[src/rtl/serial_adder.sv]
// Bit-serial adder: one full-adder cell and a carry flip-flop resolve one bit
// per clock, LSB first; the result is published with a one-cycle done pulse.
module serial_adder #(
    parameter  int unsigned WIDTH = 8,
    localparam int unsigned CNT_W = $clog2(WIDTH + 1)
) (
    input  logic             clk,
    input  logic             rst_n,
    input  logic             start,
    input  logic [WIDTH-1:0] a,
    input  logic [WIDTH-1:0] b,
    input  logic             cin,
    output logic             busy,
    output logic             done,
    output logic [WIDTH-1:0] sum,
    output logic             cout
);

    typedef enum logic [1:0] {
        S_IDLE = 2'd0,
        S_RUN  = 2'd1,
        S_DONE = 2'd2
    } state_t;

    state_t state, state_nxt;

    logic [WIDTH-1:0] sa, sb;
    logic [WIDTH-2:0] acc;
    logic             carry;
    logic [CNT_W-1:0] cnt;

    logic             busy_nxt, done_nxt;
    logic             load_c, step_c, finish_c;
    logic             s_bit_c, carry_nxt_c;
    logic [WIDTH-1:0] acc_sh_c;

    // Full-adder cell on the current LSBs; acc_sh_c is the partial sum after this bit.
    always_comb begin
        s_bit_c     = sa[0] ^ sb[0] ^ carry;
        carry_nxt_c = (sa[0] & sb[0]) | (carry & (sa[0] ^ sb[0]));
        acc_sh_c    = {s_bit_c, acc};
    end

    always_ff @(posedge clk or negedge rst_n) begin
        if (!rst_n) begin
            state <= S_IDLE;
            busy  <= 1'b0;
            done  <= 1'b0;
        end else begin
            state <= state_nxt;
            busy  <= busy_nxt;
            done  <= done_nxt;
        end
    end

    always_comb begin
        state_nxt = state;
        busy_nxt  = 1'b0;
        done_nxt  = 1'b0;
        load_c    = 1'b0;
        step_c    = 1'b0;
        finish_c  = 1'b0;
        case (state)
            S_IDLE: begin
                if (start) begin
                    state_nxt = S_RUN;
                    busy_nxt  = 1'b1;
                    load_c    = 1'b1;
                end
            end
            S_RUN: begin
                step_c = 1'b1;
                if (cnt == CNT_W'(WIDTH - 1)) begin
                    state_nxt = S_DONE;
                    done_nxt  = 1'b1;
                    finish_c  = 1'b1;
                end else begin
                    busy_nxt = 1'b1;
                end
            end
            S_DONE: state_nxt = S_IDLE;
            default: state_nxt = S_IDLE;
        endcase
    end

    // Operand shifters, carry, partial sum and the published result.
    always_ff @(posedge clk or negedge rst_n) begin
        if (!rst_n) begin
            sa    <= '0;
            sb    <= '0;
            acc   <= '0;
            carry <= 1'b0;
            cnt   <= '0;
            sum   <= '0;
            cout  <= 1'b0;
        end else if (load_c) begin
            sa    <= a;
            sb    <= b;
            acc   <= '0;
            carry <= cin;
            cnt   <= '0;
        end else if (step_c) begin
            sa    <= sa >> 1;
            sb    <= sb >> 1;
            acc   <= acc_sh_c[WIDTH-1:1];
            carry <= carry_nxt_c;
            cnt   <= cnt + CNT_W'(1);
            if (finish_c) begin
                sum  <= acc_sh_c;
                cout <= carry_nxt_c;
            end
        end
    end

endmodule

[config.mk]
export PLATFORM = sky130hd
export DESIGN_NAME = serial_adder
export DESIGN_NICKNAME = d
export VERILOG_FILES = /design/src/rtl/serial_adder.sv
export SDC_FILE = /design/constraint.sdc
export NUM_CORES = 1
export LEC_CHECK = 0
export ABC_AREA = 1
export ABC_CLOCK_PERIOD_IN_PS = 1900
export BUFFER_PORTS_ARGS = -buffer_cell sky130_fd_sc_hd__buf_2
export CORE_ASPECT_RATIO = 0.8
export CORE_UTILIZATION = 45
export DETAILED_ROUTE_END_ITERATION = 6
export GPL_TIMING_DRIVEN = 0
export HOLD_SLACK_MARGIN = 0.05
export PLACE_DENSITY_LB_ADDON = 0.05
export SLEW_MARGIN = 10
export SYNTH_ARGS = -nofsm -noshare
export SYNTH_HDL_FRONTEND = slang
export SYNTH_SLANG_ARGS = --single-unit
export TNS_END_PERCENT = 100
[constraint.sdc]
create_clock -name clk -period 1.9 [get_ports clk]
set_input_delay 0.57 -clock clk [delete_from_list [all_inputs] [get_ports clk]]
set_output_delay 0.57 -clock clk [all_outputs]
set_load 0.03 [all_outputs]
==> impl_metrics.ini, run 1 <==
[timing]
hold_viol = 0
slew_headroom = 0.397
setup_slack_ns = 0.446
min_period_over_period = 0.765
slew_viol_final = 0
rsz0062_at_grt = no
skew_ns = 0.00400
finalSetupTns_ns = 0
fmax_mhz = 688
tightest_slew_ns = 0.905
final.min_clock_period_ns = 1.45
hold_slack_ns = 0.414
setup-violations-final = 0

[die]
fp-row-count = 19
dieArea_um2 = 4080
core-area_um2 = 3540
fp.dieW_um = 71.2
ios = 31
die_h_um = 57.3
start_util = 0.486

[synth]
yosysWarnings = 0
syn_area_per_cell_um2 = 8.75
syn_nets = 219
synth_seq_cells = 41
yosysSeqAreaShare = 0.595
synth_cell_types = 17
syn_inst = 197
synth_area_um2 = 1720

[cts]
cts_tree = yes
cts_max_level = 2
clk_path_buf_depth = 2
cts_resized = 0
cts_sinks = 41
numCtsBuffers = 5
path_clk_slew_ns = 0.07
insertion_delay_ns = 0.28
cts_setup_buffers = 0
postCtsHoldBufs = 0
root_buffer = clkbuf_8

[pwr]
finalPower_mw = 3.34
cellLeakagePower_nw = 1.09
p_per_area_nw_per_um2 = 1650
ir_worst_vdd_mv = 0.787

[setup_path]
cp.arrival_ns = 1.63
crit_path_end_kind = flop
crit_type = flop to flop
r2r_slack_ns = 0.45
worstPathMaxFanout = 9
start_kind = flop
required_ns = 2.08

[worst_hold_path]
min_path_type = primary input to async pin

[cells_and_area]
final_nets = 256
layout-drive-gt1-share = 0.204
instances_no_fill = 277
fin_area_um2 = 2030
fin_util = 0.572
n_antenna_cell = 0
area_growth_pct = 17.6
fillers = 339

[detailed_routing]
highest_layer = met4
wl_met2_mm = 1.64
vias_per_cell = 5.14
wl_per_cell_um = 12.9
wl_mm = 3.58
drtPass1Iterations = 7
vias = 1425
drc = 2
drt-initial-drc-count = 66
dr_wl_met3_um = 186
antenna_left = 0
wl_met1_mm = 1.71

[global_route]
overflow = 0
antenna_found_initial = 0
grt_max_degree = 42
track_usage = 0.197
grt_pass1_vias = 1382
grt_pass1_wl_mm = 6.17

[placement]
post-dp-hpwl_mm = 2.43
dpl_cell_area_um2 = 1930
pre_cts_ws_ns = 0.285
numPortBuffers = 30
dp_cells = 269
gp_congestion = 0.804

[job]
drv_cap = 0

[status]
status = complete, but fails checks
violations = DRC
==> kinds of logic (layout without fill, tap and decap cells) <==
logic type,after synthesis,after routing,share of synthesized area
DFF,41,41,0.595
adders and majority gates,2,2,0.0189
AOI/OAI and AO/OA,6,6,0.0203
buffers and inverters,12,50,0.0312
and+or+nand+nor,136,136,0.334
==> sequential cells by signal (all words and copies together) (netlist names) <==
register	flops
acc	7
busy	1
carry	1
cnt	4
cout	1
done	1
sa	8
sb	8
state	2
sum	8
==> cell usage after synthesis <==
| cell type | n | area [um2] |
|---|---|---|
| buf_2 | 4 | 20.0 |
| nand2_2 | 1 | 6.26 |
| o21ai_0 | 2 | 10.0 |
| dfrtp_1 | 41 | 1030 |
| inv_2 | 2 | 7.51 |
| inv_1 | 2 | 7.51 |
| nor2_1 | 6 | 22.5 |
| nand2_1 | 85 | 319 |
| fa_1 | 1 | 20.0 |
| nor2_4 | 1 | 11.3 |
| a21oi_1 | 2 | 10.0 |
| nor2_2 | 1 | 6.26 |
| nand3_1 | 42 | 210 |
| clkbuf_1 | 3 | 11.3 |
| ha_1 | 1 | 12.5 |
| buf_4 | 1 | 7.51 |
| o21bai_1 | 2 | 15.0 |
==> layer usage <==
metal  global-route usage  up-vias
met5                    0        -
li1                     -      706
met1                0.265      668
met3               0.0424        7
met4               0.0686        0
met2                0.318       44
==> path summary, 6_finish.rpt <==
path	startpoint	depth (start not counted)	endpoint
max	cnt[0]$_DFFE_PN0P_	6	sum[1]$_DFFE_PN0P_
min	rst_n	1	sb[2]$_DFFE_PN0P_
max reg2reg	cnt[0]$_DFFE_PN0P_	6	sum[1]$_DFFE_PN0P_
min reg2reg	sum[2]$_DFFE_PN0P_	2	sum[2]$_DFFE_PN0P_
max in group asynchronous	rst_n	1	sa[5]$_DFFE_PN0P_
min in group clk	sum[2]$_DFFE_PN0P_	2	sum[2]$_DFFE_PN0P_
==> report_power, final <==
part	switching, mW	leakage (nW)	internal (mW)
combinational	0.852	0.507	0.419
clock	0.281	0.0542	0.328
sequential	0.221	0.526	1.23
==> cells in the final DEF (no fill, tap or decap) <==
cell type	synthesis	final
nand2_1	85	85
nand3_1	42	42
dfrtp_1	41	41
buf_2	4	34
clkbuf_8	0	7
nor2_1	6	6
clkbuf_1	3	3
inv_2	2	2
o21bai_1	2	2
inv_1	2	2
a21oi_1	2	2
o21ai_0	2	2
buf_4	1	1
nand2_2	1	1
nor2_4	1	1
nor2_2	1	1
fa_1	1	1
ha_1	1	1
clkinv_2	0	1
==> cell type report <==
| cell class | instances | area, um2 | area share |
|---|---|---|---|
| timing repair buffer | 30 | 150 | 0.0741 |
| clock inverter | 1 | 5.00 | 0.00247 |
| multi-input combinational | 144 | 643 | 0.317 |
| tap | 42 | 52.6 | 0.0259 |
| clock buffer | 7 | 96.3 | 0.0475 |
| inverter | 4 | 15.0 | 0.00741 |
| sequential | 41 | 1030 | 0.506 |
| buffer | 8 | 38.8 | 0.0191 |
==> worst max-delay path: stages, from the launching register on <==
cell and delay, ns:
dfrtp_1 0.40, ha_1 0.23, nand2_1 0.09, nor2_1 0.20
nand2_1 0.25, nand2_1 0.12, nand2_1 0.06
Note: power is estimated with default switching activity, not from simulation.
==> run 2, diff against run 1 <==
- ABC_CLOCK_PERIOD_IN_PS: 1900 -> 1300
- clock period: 1.9 -> 1.3 ns (I/O delays scaled with it)
==> run 2 against run 1 <==
The run still ends with DRC left. Largest cell class unchanged. Count of clock-buffer cells in the layout stayed put. First-iteration DRC count increased by 9.1%. Routed wire length up 3.2%. Flip-flop and latch count unchanged.
==> impl_metrics.ini, run 2 (same netlist as run 1, synthesis figures left out) <==
[timing]
hold_slack_ns = 0.232
slew_headroom = 0.392
finalSetupTns_ns = 0
skew_ns = 0.00394
fmax_mhz = 804
setup-violations-final = 0
slew_viol_final = 0
rsz0062_at_grt = yes
final.min_clock_period_ns = 1.24
hold_viol = 0
tightest_slew_ns = 0.911
min_period_over_period = 0.957

[cts]
path_clk_slew_ns = 0.08
cts_max_level = 2
cts_tree = yes
cts_sinks = 41
numCtsBuffers = 5
clk_path_buf_depth = 2
root_buffer = clkbuf_8
insertion_delay_ns = 0.29

[job]
drv_cap = 0

[placement]
gp_congestion = 0.804
numPortBuffers = 30
post-dp-hpwl_mm = 2.43
dpl_cell_area_um2 = 1930

[pwr]
power_frac_comb = 0.401
p_per_area_nw_per_um2 = 2390
p_sw_frac = 0.406
switching_power_mw = 2.06
cellLeakagePower_nw = 1.14
ir_worst_vdd_mv = 1.16
p_clk_frac = 0.177
p_int_mw = 3.00
finalPower_mw = 5.06
p_seq_frac = 0.422

[cells_and_area]
layout_common_cells = nand2_1, nand3_1, dfrtp_1, buf_2
multi_input_area_um2 = 673
area_growth_pct = 23.1
final_nets = 263
fin_area_um2 = 2120
reg_top3 = sa (8), sb (8), sum (8)
seq_area_um2 = 1030
layout-drive-gt1-share = 0.260
fillers = 330
n_antenna_cell = 0
final_common_cell = nand2_1

[detailed_routing]
wl_mm = 3.69
wl_per_cell_um = 13.0
vias = 1462
antenna_left = 0
drc = 2
drt-initial-drc-count = 72
drtPass1Iterations = 6
vias_per_cell = 5.15

[setup_path]
crit_buf_inv = 1
cp.arrival_ns = 0.85
crit_path_end_kind = primary output
required_ns = 0.91
crit_type = flop to primary output
critPathTopFamily = flip-flops
slowest_delay_ns = 0.39
start_kind = flop
path_cells = buf_2
critical-path-slowest-cell = dfrtp_1
worstPathMaxFanout = 2

[global_route]
grt_max_degree = 42
met1_usage = 0.268
overflow = 0
met2_usage = 0.317
track_usage = 0.197
antenna_found_initial = 0
grt_pass1_vias = 1390
grt_busiest_layer = met2
use_met3 = 0.0424
grt_pass1_wl_mm = 6.21

[die]
fp-row-count = 19
ios = 31
core-area_um2 = 3540
fp.dieW_um = 71.2
start_util = 0.486
dieArea_um2 = 4080
die_h_um = 57.3

[status]
status = complete, but fails checks
violations = DRC

[worst_hold_path]
min_path_type = primary input to async pin
[run 2: area by class of cell]
cell class                 count  area share
sequential                    41       0.484
tap                           42      0.0248
buffer                         8      0.0236
clock inverter                 1     0.00236
multi-input combinational    144       0.317
inverter                       4     0.00826
clock buffer                   7      0.0454
timing repair buffer          37      0.0944
[run 2: worst paths after layout]
kind	slack, ns	to	cells after the start	startpoint
worst max-delay path	0.06	sum[6]	1	sum[6]$_DFFE_PN0P_
worst min-delay path	0.23	sb[2]$_DFFE_PN0P_	1	rst_n
worst max register to register	0.07	busy$_DFF_PN0_	4	state[0]$_DFFE_PN0P_
worst min register to register	0.48	sum[2]$_DFFE_PN0P_	2	sum[2]$_DFFE_PN0P_
max in group asynchronous	0.50	sb[7]$_DFFE_PN0P_	1	rst_n
min in group clk	0.30	sa[7]$_DFFE_PN0P_	3	a[7]
[run 2: per-stage QoR]
step | cells | setup slack [ns] | utilization
floorplan | 197 | 0.133 | -
global placement | 269 | -0.0984 | 0.544
detailed placement | 269 | -0.144 | 0.544
CTS | 277 | 0.00401 | 0.578
global route | 284 | -0.0202 | 0.599
finish | 284 | 0.0561 | 0.599
[run 2: power by group through the flow]
stage / combinational [mW] / sequential, mW / clock (mW)
2_1_floorplan: 1.06 / 2.40 / 0
3_3_place_gp: 1.81 / 2.12 / 0
3_5_place_dp: 1.86 / 2.15 / 0
4_1_cts: 1.92 / 2.13 / 0.924
5_1_grt: 2.26 / 2.21 / 0.982
6_report: 2.03 / 2.14 / 0.895
[run 2: repair_timing]
item	CTS	global route
pin swaps	0	2
hold buffers	0	0
setup buffers	0	7
setup endpoints to repair	15	35
resized for setup	7	8
endpoints found under the hold margin	0	0
[run 2: per-layer routing]
layer,share of wire,vias to the layer above
li1,-,721
met3,0.053,7
met5,0,-
met1,0.46,694
met2,0.47,40
met4,0.012,0
==> run 3, diff against run 2 <==
- ABC_AREA: 1 -> not set
==> run 3 against run 2 <==
The run ends with DRC, setup timing left. Sequential share of layout area grew 1.0 points. Routed wire length shrank 4.8%. Setup slack worse by 0.17 ns. Final area shrank 2.1%. Die area unchanged. Synthesized cell count decreased by 29%. Final cell count fell by 22%. Utilization fell by 1.2 points. Critical path type is now flop to flop. Critical endpoint is now sum[3]$_DFFE_PN0P_. Largest cell class unchanged.
==> impl_metrics.ini, run 3 <==
[cells_and_area]
layout_common_cells = dfrtp_1, buf_2, nand2_1, o21ai_0, a22oi_1
reg_top3 = sa (8), sb (8), sum (8)
fin_util = 0.586
n_antenna_cell = 0
final_common_cell = dfrtp_1
layout-drive-gt1-share = 0.350
final_nets = 201
area_growth_pct = 20.6

[synth]
async_flop_share = 1.00
synthTopCellsByArea = dfrtp_1, mux2_4, a22oi_1
synth_edf_count = 0
syn_nets = 161
yosysWarnings = 0
synthTopCellsByCount = dfrtp_1, nand2_1, o21ai_0, a22oi_1
synthFlopType = dfrtp_1
synth_top_area_share = 0.595
synth_area_um2 = 1720
yosysSeqAreaShare = 0.595
syn_inst = 139
synth_top_area_cell = dfrtp_1
synth_most_common_cell = dfrtp_1
synth_seq_cells = 41
syn_area_per_cell_um2 = 12.4
synth_cell_types = 26

[pwr]
p_sw_frac = 0.360
finalPower_mw = 4.60
power_frac_comb = 0.390
p_per_area_nw_per_um2 = 2210
p_int_mw = 2.94
p_clk_frac = 0.169
switching_power_mw = 1.65
cellLeakagePower_nw = 0.983
p_seq_frac = 0.441
ir_worst_vdd_mv = 1.14

[timing]
final.min_clock_period_ns = 1.41
slew_viol_final = 0
tightest_slew_ns = 0.895
rsz0062_at_grt = yes
setup_slack_ns = -0.111
fmax_mhz = 709
skew_ns = 0.00762
setup-violations-final = 21
slew_headroom = 0.403
min_period_over_period = 1.09
hold_viol = 0

[detailed_routing]
antenna_left = 0
drtPass1Iterations = 7
wl_per_cell_um = 15.8
wl_mm = 3.51
drt-initial-drc-count = 97
vias_per_cell = 5.56
vias = 1234
drc = 2

[die]
ios = 31
die_h_um = 57.3
start_util = 0.486
fp.dieW_um = 71.2
dieArea_um2 = 4080
fp-row-count = 19
core-area_um2 = 3540

[setup_path]
cp.arrival_ns = 1.58
critical-path-slowest-cell = dfrtp_1
rr_endpoint = sum[3]$_DFFE_PN0P_
path_cells = and2b_1, and4_4, buf_6, mux2_4
r2r_slack_ns = -0.11
cp.depth = 4
worstPathMaxFanout = 5
rr_worst_depth = 4
crit_path_end_kind = flop
required_ns = 1.47
r2r_start = state[1]$_DFFE_PN0P_
slowest_delay_ns = 0.39
critPathTopFamily = simple AND/OR/NAND/NOR gates
crit_type = flop to flop
start_kind = flop
cp-startpoint = state[1]$_DFFE_PN0P_
endpoint = sum[3]$_DFFE_PN0P_
crit_buf_inv = 1

[global_route]
grt_max_degree = 42
overflow = 0
antenna_found_initial = 0
track_usage = 0.191
grt_pass1_vias = 1200
grt_pass1_wl_mm = 5.80

[cts]
postCtsHoldBufs = 0
path_clk_slew_ns = 0.07
cts_sinks = 41
root_buffer = clkbuf_8
clk_path_buf_depth = 2
insertion_delay_ns = 0.29
numCtsBuffers = 5
cts_max_level = 2
cts_tree = yes

[job]
drv_cap = 0

[placement]
numPortBuffers = 30
gp_congestion = 0.777
post-dp-hpwl_mm = 2.29

[status]
status = complete, but fails checks
violations = DRC, setup timing

[worst_hold_path]
min_path_type = primary input to async pin
[run 3: what timing repair did]
action                     4_1_cts  5_1_grt
pin swaps                        1        0
cloned                           1        1
setup endpoints to repair       21       27
gates resized for setup         10        6
setup buffers                    3        0
[run 3: cells by family (layout without fill, tap and decap cells)]
logic type | Yosys count | after routing | synth area share
simple gates | 24 | 24 | 0.0654
flops | 41 | 41 | 0.595
fa+ha+maj | 2 | 2 | 0.0189
mux | 11 | 11 | 0.0915
compound gates | 47 | 47 | 0.189
buf+inv | 14 | 55 | 0.0399
[run 3: area by class of cell]
cell class / count / area [um2]
Fill cell: 317 / 1470
Sequential cell: 41 / 1030
Multi-Input combinational cell: 84 / 648
Timing Repair Buffer: 35 / 189
Clock buffer: 6 / 72.6
Buffer: 10 / 71.3
Tap cell: 42 / 52.6
Clock inverter: 2 / 10.0
Inverter: 2 / 7.51
[run 3: worst min path at each step]
stage / to / startpoint / slack (ns)
floorplan: acc[0]$_DFFE_PN0P_ / rst_n / 0.09
global placement: sb[6]$_DFFE_PN0P_ / sb[6]$_DFFE_PN0P_ / 0.46
detailed placement: sb[6]$_DFFE_PN0P_ / sb[6]$_DFFE_PN0P_ / 0.47
CTS: cout$_DFFE_PN0P_ / rst_n / 0.24
global route: sum[5]$_DFFE_PN0P_ / rst_n / 0.28
finish: sum[0]$_DFFE_PN0P_ / rst_n / 0.22
[run 3: power by group through the flow]
stage | combinational (mW) | sequential, mW | clock, mW
floorplan | 0.998 | 2.20 | 0
global placement | 1.59 | 1.98 | 0
detailed placement | 1.64 | 2.01 | 0
CTS | 1.79 | 2.02 | 0.807
global route | 1.96 | 2.08 | 0.876
finish | 1.79 | 2.02 | 0.778
[run 3: metrics by stage]
step                      hold WS (ns)  TNS [ns]  setup WS [ns]  area (um2)  std cells
final                            0.225     -1.14         -0.111        2080        222
after global routing             0.278     -2.21         -0.149        2080        222
after CTS                        0.244    -0.598        -0.0730        2070        222
after detailed placement         0.471     -2.76         -0.172        1930        211
after global placement           0.463     -2.12         -0.113        1930        211
after floorplan                 0.0944    -0.332        -0.0369        1730        139
[run 3: routing by layer]
layer / up-vias / wire length (um) / share of wire / global-route usage
met2: 30 / 1610 / 0.46 / 0.290
met1: 613 / 1710 / 0.49 / 0.262
met3: 5 / 145 / 0.041 / 0.0689
li1: 586 / - / - / -
met4: 0 / 40 / 0.011 / 0.0514
met5: - / 0 / 0 / 0
